**config.mk**
```make
export PLATFORM = sky130hd
export DESIGN_NAME = mem_lsu_flat
export DESIGN_NICKNAME = d
export VERILOG_FILES = /design/src/rtl/mem_lsu_if.sv /design/src/rtl/mem_lsu.sv /design/src/flat_wrapper.sv
export SDC_FILE = /design/constraint.sdc
export NUM_CORES = 1
export LEC_CHECK = 0
export ABC_AREA = 0
export CORE_UTILIZATION = 35
export CTS_BUF_LIST = sky130_fd_sc_hd__clkbuf_8
export DETAILED_ROUTE_END_ITERATION = 7
export HOLD_SLACK_MARGIN = 0.12
export PLACE_DENSITY = 0.68
export SETUP_SLACK_MARGIN = 0.15
export SYNTH_ARGS = -nofsm -noshare
export SYNTH_HDL_FRONTEND = slang
export SYNTH_SLANG_ARGS = --single-unit
```
**constraint.sdc**
```tcl
create_clock -name clk -period 7.76 [get_ports clk]
set_clock_uncertainty 0.2 [all_clocks]
set_input_delay 2.328 -clock clk [delete_from_list [all_inputs] [get_ports clk]]
set_output_delay 2.328 -clock clk [all_outputs]
set_load 0.02 [all_outputs]
```
**src/rtl/mem_lsu_if.sv**
```systemverilog
// mem_lsu_if: groups the EX/MEM request, RAM port and MEM/WB result
// signals of the memory-stage load/store unit.
//   req_*        : instruction from EX/MEM (load/store/size/addr/data/wb fields)
//   ram_*        : 8-bit synchronous RAM port (ram_din valid one cycle after addr)
//   mem_*        : result towards MEM/WB
//   stallreq     : pipeline hold request towards ctrl
//   misalign_err : misaligned-access pulse
// slave modport is the LSU; master modport is the pipeline/RAM side.
interface mem_lsu_if;
  logic        req_load;
  logic        req_store;
  logic [1:0]  req_size;
  logic        req_unsigned;
  logic [31:0] req_addr;
  logic [31:0] req_sdata;
  logic [4:0]  req_wd;
  logic        req_wreg;
  logic [31:0] req_wdata;
  logic [7:0]  ram_din;
  logic [31:0] ram_addr;
  logic [7:0]  ram_dout;
  logic        ram_we;
  logic [4:0]  mem_wd;
  logic        mem_wreg;
  logic [31:0] mem_wdata;
  logic        stallreq;
  logic        misalign_err;

  modport slave (
    input  req_load, req_store, req_size, req_unsigned, req_addr, req_sdata,
           req_wd, req_wreg, req_wdata, ram_din,
    output ram_addr, ram_dout, ram_we, mem_wd, mem_wreg, mem_wdata,
           stallreq, misalign_err
  );

  modport master (
    output req_load, req_store, req_size, req_unsigned, req_addr, req_sdata,
           req_wd, req_wreg, req_wdata, ram_din,
    input  ram_addr, ram_dout, ram_we, mem_wd, mem_wreg, mem_wdata,
           stallreq, misalign_err
  );
endinterface

```
**src/rtl/mem_lsu.sv**
```systemverilog
// mem_lsu: memory-stage load/store unit. Non-memory instructions pass
// straight through to MEM/WB; loads and stores run byte-serially on an
// 8-bit synchronous RAM while stallreq holds the pipeline.
// Ports:
//   clk  : clock
//   rst  : synchronous reset, active-high; forces all outputs to 0
//   bus  : mem_lsu_if.slave (request, RAM port, MEM/WB result, stallreq,
//          misalign_err)
// Optional feature: define LSU_MISALIGN_TRAP_EN to trap misaligned half/word
// accesses (no RAM cycles, one-cycle misalign_err pulse).
module mem_lsu (
  input  logic      clk,
  input  logic      rst,
  mem_lsu_if.slave  bus
);

  typedef enum logic [1:0] {IDLE, RD, WR, DONE} state_t;

  state_t      state;
  logic [1:0]  cnt;
  logic [31:0] rd_buf;
  logic [1:0]  last_idx;
  logic        is_mem;
  logic        misaligned;
  logic        go_mem;
  logic [31:0] load_ext;

  // Index of the final byte: N-1 for N = 1, 2, 4.
  always_comb begin
    case (bus.req_size)
      2'd0:    last_idx = 2'd0;
      2'd1:    last_idx = 2'd1;
      default: last_idx = 2'd3;
    endcase
  end

`ifdef LSU_MISALIGN_TRAP_EN
  assign misaligned = ((bus.req_size == 2'd1) && bus.req_addr[0]) ||
                      (bus.req_size[1] && (bus.req_addr[1:0] != 2'd0));
`else
  assign misaligned = 1'b0;
`endif

  assign is_mem = bus.req_load | bus.req_store;
  assign go_mem = is_mem & ~misaligned;

  // Sign/zero extension of the assembled load data.
  always_comb begin
    case (bus.req_size)
      2'd0:    load_ext = bus.req_unsigned ? {24'd0, rd_buf[7:0]}
                                           : {{24{rd_buf[7]}}, rd_buf[7:0]};
      2'd1:    load_ext = bus.req_unsigned ? {16'd0, rd_buf[15:0]}
                                           : {{16{rd_buf[15]}}, rd_buf[15:0]};
      default: load_ext = rd_buf;
    endcase
  end

  // State, byte counter and little-endian read buffer.
  always_ff @(posedge clk) begin
    if (rst) begin
      state  <= IDLE;
      cnt    <= 2'd0;
      rd_buf <= 32'd0;
    end else begin
      case (state)
        IDLE: begin
          if (go_mem) begin
            if (bus.req_load) begin
              cnt   <= 2'd0;
              state <= RD;
            end else if (last_idx == 2'd0) begin
              state <= DONE;
            end else begin
              cnt   <= 2'd1;
              state <= WR;
            end
          end
        end
        RD: begin
          rd_buf[{cnt, 3'b000} +: 8] <= bus.ram_din;
          if (cnt == last_idx) state <= DONE;
          else                 cnt   <= cnt + 2'd1;
        end
        WR: begin
          if (cnt == last_idx) state <= DONE;
          else                 cnt   <= cnt + 2'd1;
        end
        default: begin
          cnt   <= 2'd0;
          state <= IDLE;
        end
      endcase
    end
  end

  // Outputs; IDLE pass-through and address issue are combinational so
  // non-memory instructions add no latency.
  always_comb begin
    bus.ram_addr     = 32'd0;
    bus.ram_dout     = 8'd0;
    bus.ram_we       = 1'b0;
    bus.mem_wd       = 5'd0;
    bus.mem_wreg     = 1'b0;
    bus.mem_wdata    = 32'd0;
    bus.stallreq     = 1'b0;
    bus.misalign_err = 1'b0;
    if (!rst) begin
      case (state)
        IDLE: begin
          if (go_mem) begin
            bus.ram_addr = bus.req_addr;
            bus.stallreq = 1'b1;
            if (bus.req_store) begin
              bus.ram_we   = 1'b1;
              bus.ram_dout = bus.req_sdata[7:0];
            end
          end else if (is_mem) begin
            bus.misalign_err = 1'b1;
          end else begin
            bus.mem_wd    = bus.req_wd;
            bus.mem_wreg  = bus.req_wreg;
            bus.mem_wdata = bus.req_wdata;
          end
        end
        RD: begin
          bus.stallreq = 1'b1;
          if (cnt != last_idx) bus.ram_addr = bus.req_addr + 32'(cnt) + 32'd1;
        end
        WR: begin
          bus.stallreq = 1'b1;
          bus.ram_we   = 1'b1;
          bus.ram_addr = bus.req_addr + 32'(cnt);
          bus.ram_dout = bus.req_sdata[{cnt, 3'b000} +: 8];
        end
        default: begin
          bus.mem_wd    = bus.req_wd;
          bus.mem_wreg  = bus.req_wreg;
          bus.mem_wdata = bus.req_load ? load_ext : bus.req_wdata;
        end
      endcase
    end
  end

endmodule

```
**src/flat_wrapper.sv**
```systemverilog
// flat-port wrapper written by rule: the top's interface ports become plain ports
module mem_lsu_flat 
  (clk, rst, bus_req_load, bus_req_store, bus_req_size, bus_req_unsigned, bus_req_addr, bus_req_sdata, bus_req_wd, bus_req_wreg, bus_req_wdata, bus_ram_din, bus_ram_addr, bus_ram_dout, bus_ram_we, bus_mem_wd, bus_mem_wreg, bus_mem_wdata, bus_stallreq, bus_misalign_err);
  mem_lsu_if bus_i ();
  input  logic clk;
  input  logic rst;
  input wire logic [$bits(bus_i.req_load)-1:0] bus_req_load;
  input wire logic [$bits(bus_i.req_store)-1:0] bus_req_store;
  input wire logic [$bits(bus_i.req_size)-1:0] bus_req_size;
  input wire logic [$bits(bus_i.req_unsigned)-1:0] bus_req_unsigned;
  input wire logic [$bits(bus_i.req_addr)-1:0] bus_req_addr;
  input wire logic [$bits(bus_i.req_sdata)-1:0] bus_req_sdata;
  input wire logic [$bits(bus_i.req_wd)-1:0] bus_req_wd;
  input wire logic [$bits(bus_i.req_wreg)-1:0] bus_req_wreg;
  input wire logic [$bits(bus_i.req_wdata)-1:0] bus_req_wdata;
  input wire logic [$bits(bus_i.ram_din)-1:0] bus_ram_din;
  output wire logic [$bits(bus_i.ram_addr)-1:0] bus_ram_addr;
  output wire logic [$bits(bus_i.ram_dout)-1:0] bus_ram_dout;
  output wire logic [$bits(bus_i.ram_we)-1:0] bus_ram_we;
  output wire logic [$bits(bus_i.mem_wd)-1:0] bus_mem_wd;
  output wire logic [$bits(bus_i.mem_wreg)-1:0] bus_mem_wreg;
  output wire logic [$bits(bus_i.mem_wdata)-1:0] bus_mem_wdata;
  output wire logic [$bits(bus_i.stallreq)-1:0] bus_stallreq;
  output wire logic [$bits(bus_i.misalign_err)-1:0] bus_misalign_err;
  assign bus_i.req_load = bus_req_load;
  assign bus_i.req_store = bus_req_store;
  assign bus_i.req_size = bus_req_size;
  assign bus_i.req_unsigned = bus_req_unsigned;
  assign bus_i.req_addr = bus_req_addr;
  assign bus_i.req_sdata = bus_req_sdata;
  assign bus_i.req_wd = bus_req_wd;
  assign bus_i.req_wreg = bus_req_wreg;
  assign bus_i.req_wdata = bus_req_wdata;
  assign bus_i.ram_din = bus_ram_din;
  assign bus_ram_addr = bus_i.ram_addr;
  assign bus_ram_dout = bus_i.ram_dout;
  assign bus_ram_we = bus_i.ram_we;
  assign bus_mem_wd = bus_i.mem_wd;
  assign bus_mem_wreg = bus_i.mem_wreg;
  assign bus_mem_wdata = bus_i.mem_wdata;
  assign bus_stallreq = bus_i.stallreq;
  assign bus_misalign_err = bus_i.misalign_err;
  mem_lsu u_core (.clk(clk), .rst(rst), .bus(bus_i));
endmodule
```
==> flow_metrics.py <==
metrics = {
    "floorplan": {
        "die_h_um": 118,
        "ios": 198,
        "initial_core_util": 0.366,
        "dieWidth_um": 118,
        "rows": 41,
        "core_area_um2": 12800,
        "die-area_um2": 13900,
    },
    "synthesis": {
        "syn_area_um2": 4690,
        "synth_top_area_frac": 0.154,
        "seq_area_frac_synth": 0.154,
        "synth_area_leaders": "dfxtp_1, nor2_1, a21oi_1, a22oi_1, xnor2_1",
        "ys.warnings.count": 0,
        "yosysMostFrequentCell": "nor2_1",
        "avgSynthCellArea_um2": 6.86,
        "synth_top_area_cell": "dfxtp_1",
        "synth_edf_count": 0,
        "synth_commonest_cells": "nor2_1, a21oi_1, nand2_1, a22oi_1, clkbuf_1",
        "async_flop_share": 0,
        "ys_types": 74,
        "synth_seq_cells": 36,
        "netlist_instances": 684,
        "synth_nets": 814,
        "synth_flop_cell": "dfxtp_1",
    },
    "final_layout": {
        "fin_area_um2": 8060,
        "seq_area_um2": 721,
        "multi_input_area_um2": 4000,
        "final_util": 0.628,
        "antenna_cells": 0,
        "area_delta_synth_final_pct": 71.6,
        "drive_gt1_frac": 0.255,
        "nets": 1098,
        "nFillCells": 1153,
        "stdcell_count": 1141,
    },
    "clock_tree": {
        "cts_root_buf": "clkbuf_8",
        "htreeDepth": 2,
        "worstSkewPairLatency_ns": 0.28,
        "clk_pin_slew_ns": 0.08,
        "hold_buffers": 0,
        "cts_tree": "done",
        "cts.sinks": 36,
        "cts_made_buffers": 5,
        "ctsLongestPathBuffers": 2,
    },
    "sta": {
        "fin_crit_ns": 7.53,
        "holdWs_ns": 0.320,
        "fmax_mhz": 133,
        "rsz0062_at_grt": "yes",
        "setup_viol": 0,
        "timing_worst_slew_pin_value_ns": 1.06,
        "fin_crit_sh": 0.970,
        "slew-limit-headroom": 0.293,
        "hold_viol_final": 0,
        "finalMaxSlewViolations": 0,
    },
    "critical_path": {
        "cp_cell_sequence": "clkdlybuf4s50_1, nand3_4, or4_4, or3_4, a21oi_2, nand4_1, buf_4, buf_4, a21oi_4, o21ai_4, buf_6",
        "reg2reg_depth": 6,
        "cpPeakStageDelay_ns": 0.63,
        "path_max_fanout": 7,
        "cp.depth": 11,
        "crit_slowest_cell": "or4_4",
        "arrival_ns": 5.00,
        "cp-start-kind": "input pin",
        "cp_num_buf_inv": 4,
        "path_common_cell": "buf_4",
        "crit_type": "input pin to primary output",
        "reg2reg_from": "u_core.cnt[1]",
        "endpoint_kind": "primary output",
        "rrSetupSlack_ns": 5.35,
        "required_ns": 5.23,
        "critical-path-top-delay-family": "simple AND/OR/NAND/NOR gates",
        "reg2reg_to": "u_core.rd_buf[10]",
    },
    "power_and_ir_drop": {
        "power_density_nw_per_um2": 176,
        "ir_drop_mv": 0.134,
        "p_leak_uw": 0.00319,
    },
    "hold_path": {
        "holdCritStartpoint": "u_core.rd_buf[17]",
        "hold_class": "flop to flop",
        "hold_end": "u_core.rd_buf[17]",
        "holdPathStages": 2,
    },
    "detailed_routing": {
        "wl_um": 19000,
        "drt-initial-drc-count": 614,
        "wl_per_cell_um": 16.6,
        "antenna_left": 0,
        "drc_errors": 0,
        "via_per_inst": 5.56,
        "first_pass_iters": 5,
        "num_vias": 6346,
    },
    "global_routing": {
        "grt_pass1_wl_um": 31300,
        "antenna_found_initial": 0,
        "grt_pass1_vias": 6353,
        "grt_max_degree": 39,
        "grt_overflow_total": 0,
        "grt_use_total": 0.270,
    },
    "placement": {
        "gp_congestion": 0.961,
        "dpl.hpwl_um": 14700,
        "place_area_um2": 7530,
        "place_inst": 1116,
        "port_buffers": 196,
    },
    "outcome": {
        "status": "completed",
    },
    "job": {
        "maxCapViolCount": 0,
    },
}
cell families after synthesis:
kind of cell    after synthesis  synth area share
compound gates              182             0.250
xor+xnor                     47            0.0893
fa+ha+maj                    13            0.0362
buf+inv                      64            0.0602
flops                        36             0.154
mux                          13            0.0493
other cells                   1          0.000799
simple gates                328             0.361
worst max path at each step:
| stage | slack (ns) | end | startpoint |
|---|---|---|---|
| after CTS | 0.07 | bus_ram_addr[31] | bus_req_addr[1] |
| after floorplan | 0.20 | bus_ram_addr[26] | bus_req_addr[0] |
| after detailed placement | -0.83 | bus_ram_addr[31] | bus_req_addr[0] |
| after global routing | 0.11 | bus_ram_addr[16] | bus_req_addr[0] |
| final | 0.23 | bus_ram_addr[20] | bus_req_addr[9] |
| after global placement | -0.74 | bus_ram_addr[31] | bus_req_addr[0] |
worst reg2reg max path: cells and delay by family, from the launching register on:
kind / cells / cell delay (ns)
DFF: 1 / 0.83
and+or+nand+nor: 2 / 0.42
buffers and inverters: 2 / 0.41
adders and majority gates: 1 / 0.41
AOI/OAI and AO/OA: 1 / 0.07
where the power goes:
part | internal [uW] | leakage, uW | switching [uW] | total, uW
Sequential | 199 | 0.000291 | 15.9 | 215
Combinational | 466 | 0.00284 | 579 | 1040
Clock | 94.1 | 0.0000593 | 67.9 | 162
Total | 759 | 0.00319 | 663 | 1420
through the flow:
step	total power [uW]	setup WS [ns]	TNS (ns)
2_1_floorplan	810	0.195	0
3_3_place_gp	1240	-0.744	-12.53
3_5_place_dp	1240	-0.827	-14.27
4_1_cts	1410	0.0687	0
5_1_grt	1530	0.105	0
6_report	1420	0.230	0
routing by layer:
layer	GRT usage	vias to the layer above	wire length, um	share of wire
met5	0	-	0	0
li1	-	3059	-	-
met1	0.350	2980	8150	0.43
met4	0.0801	0	445	0.023
met3	0.0363	39	1070	0.057
met2	0.463	268	9290	0.49
cell type report:
type,instances,area share
Inverter,6,0.00280
Clock buffer,5,0.00854
Clock inverter,3,0.00481
Multi-Input combinational cell,584,0.497
Timing Repair Buffer,335,0.371
Sequential cell,36,0.0895
Tap cell,172,0.0267
what timing repair did:
| action | in CTS | in global routing |
|---|---|---|
| pin swaps | 21 | 20 |
| gates resized for setup | 144 | 40 |
| setup endpoints to repair | 27 | 23 |
| buffers inserted | 7 | 10 |
| cloned | 0 | 0 |
state kept, by name (all words and copies together) (netlist names):
| register | flops |
|---|---|
| u_core.cnt | 2 |
| u_core.rd_buf | 32 |
| u_core.state | 2 |
layout by cell type (no fill, tap or decap), drive strengths merged, types with 24 or more instances in the layout:
cell type	instances
a21oi	69
a22oi	46
buf	158
clkdlybuf4s50	156
dfxtp	36
nand2	52
nor2	116
nor3	37
o21ai	24
xnor2	29
No activity file was read; power rests on OpenSTA's default activity.
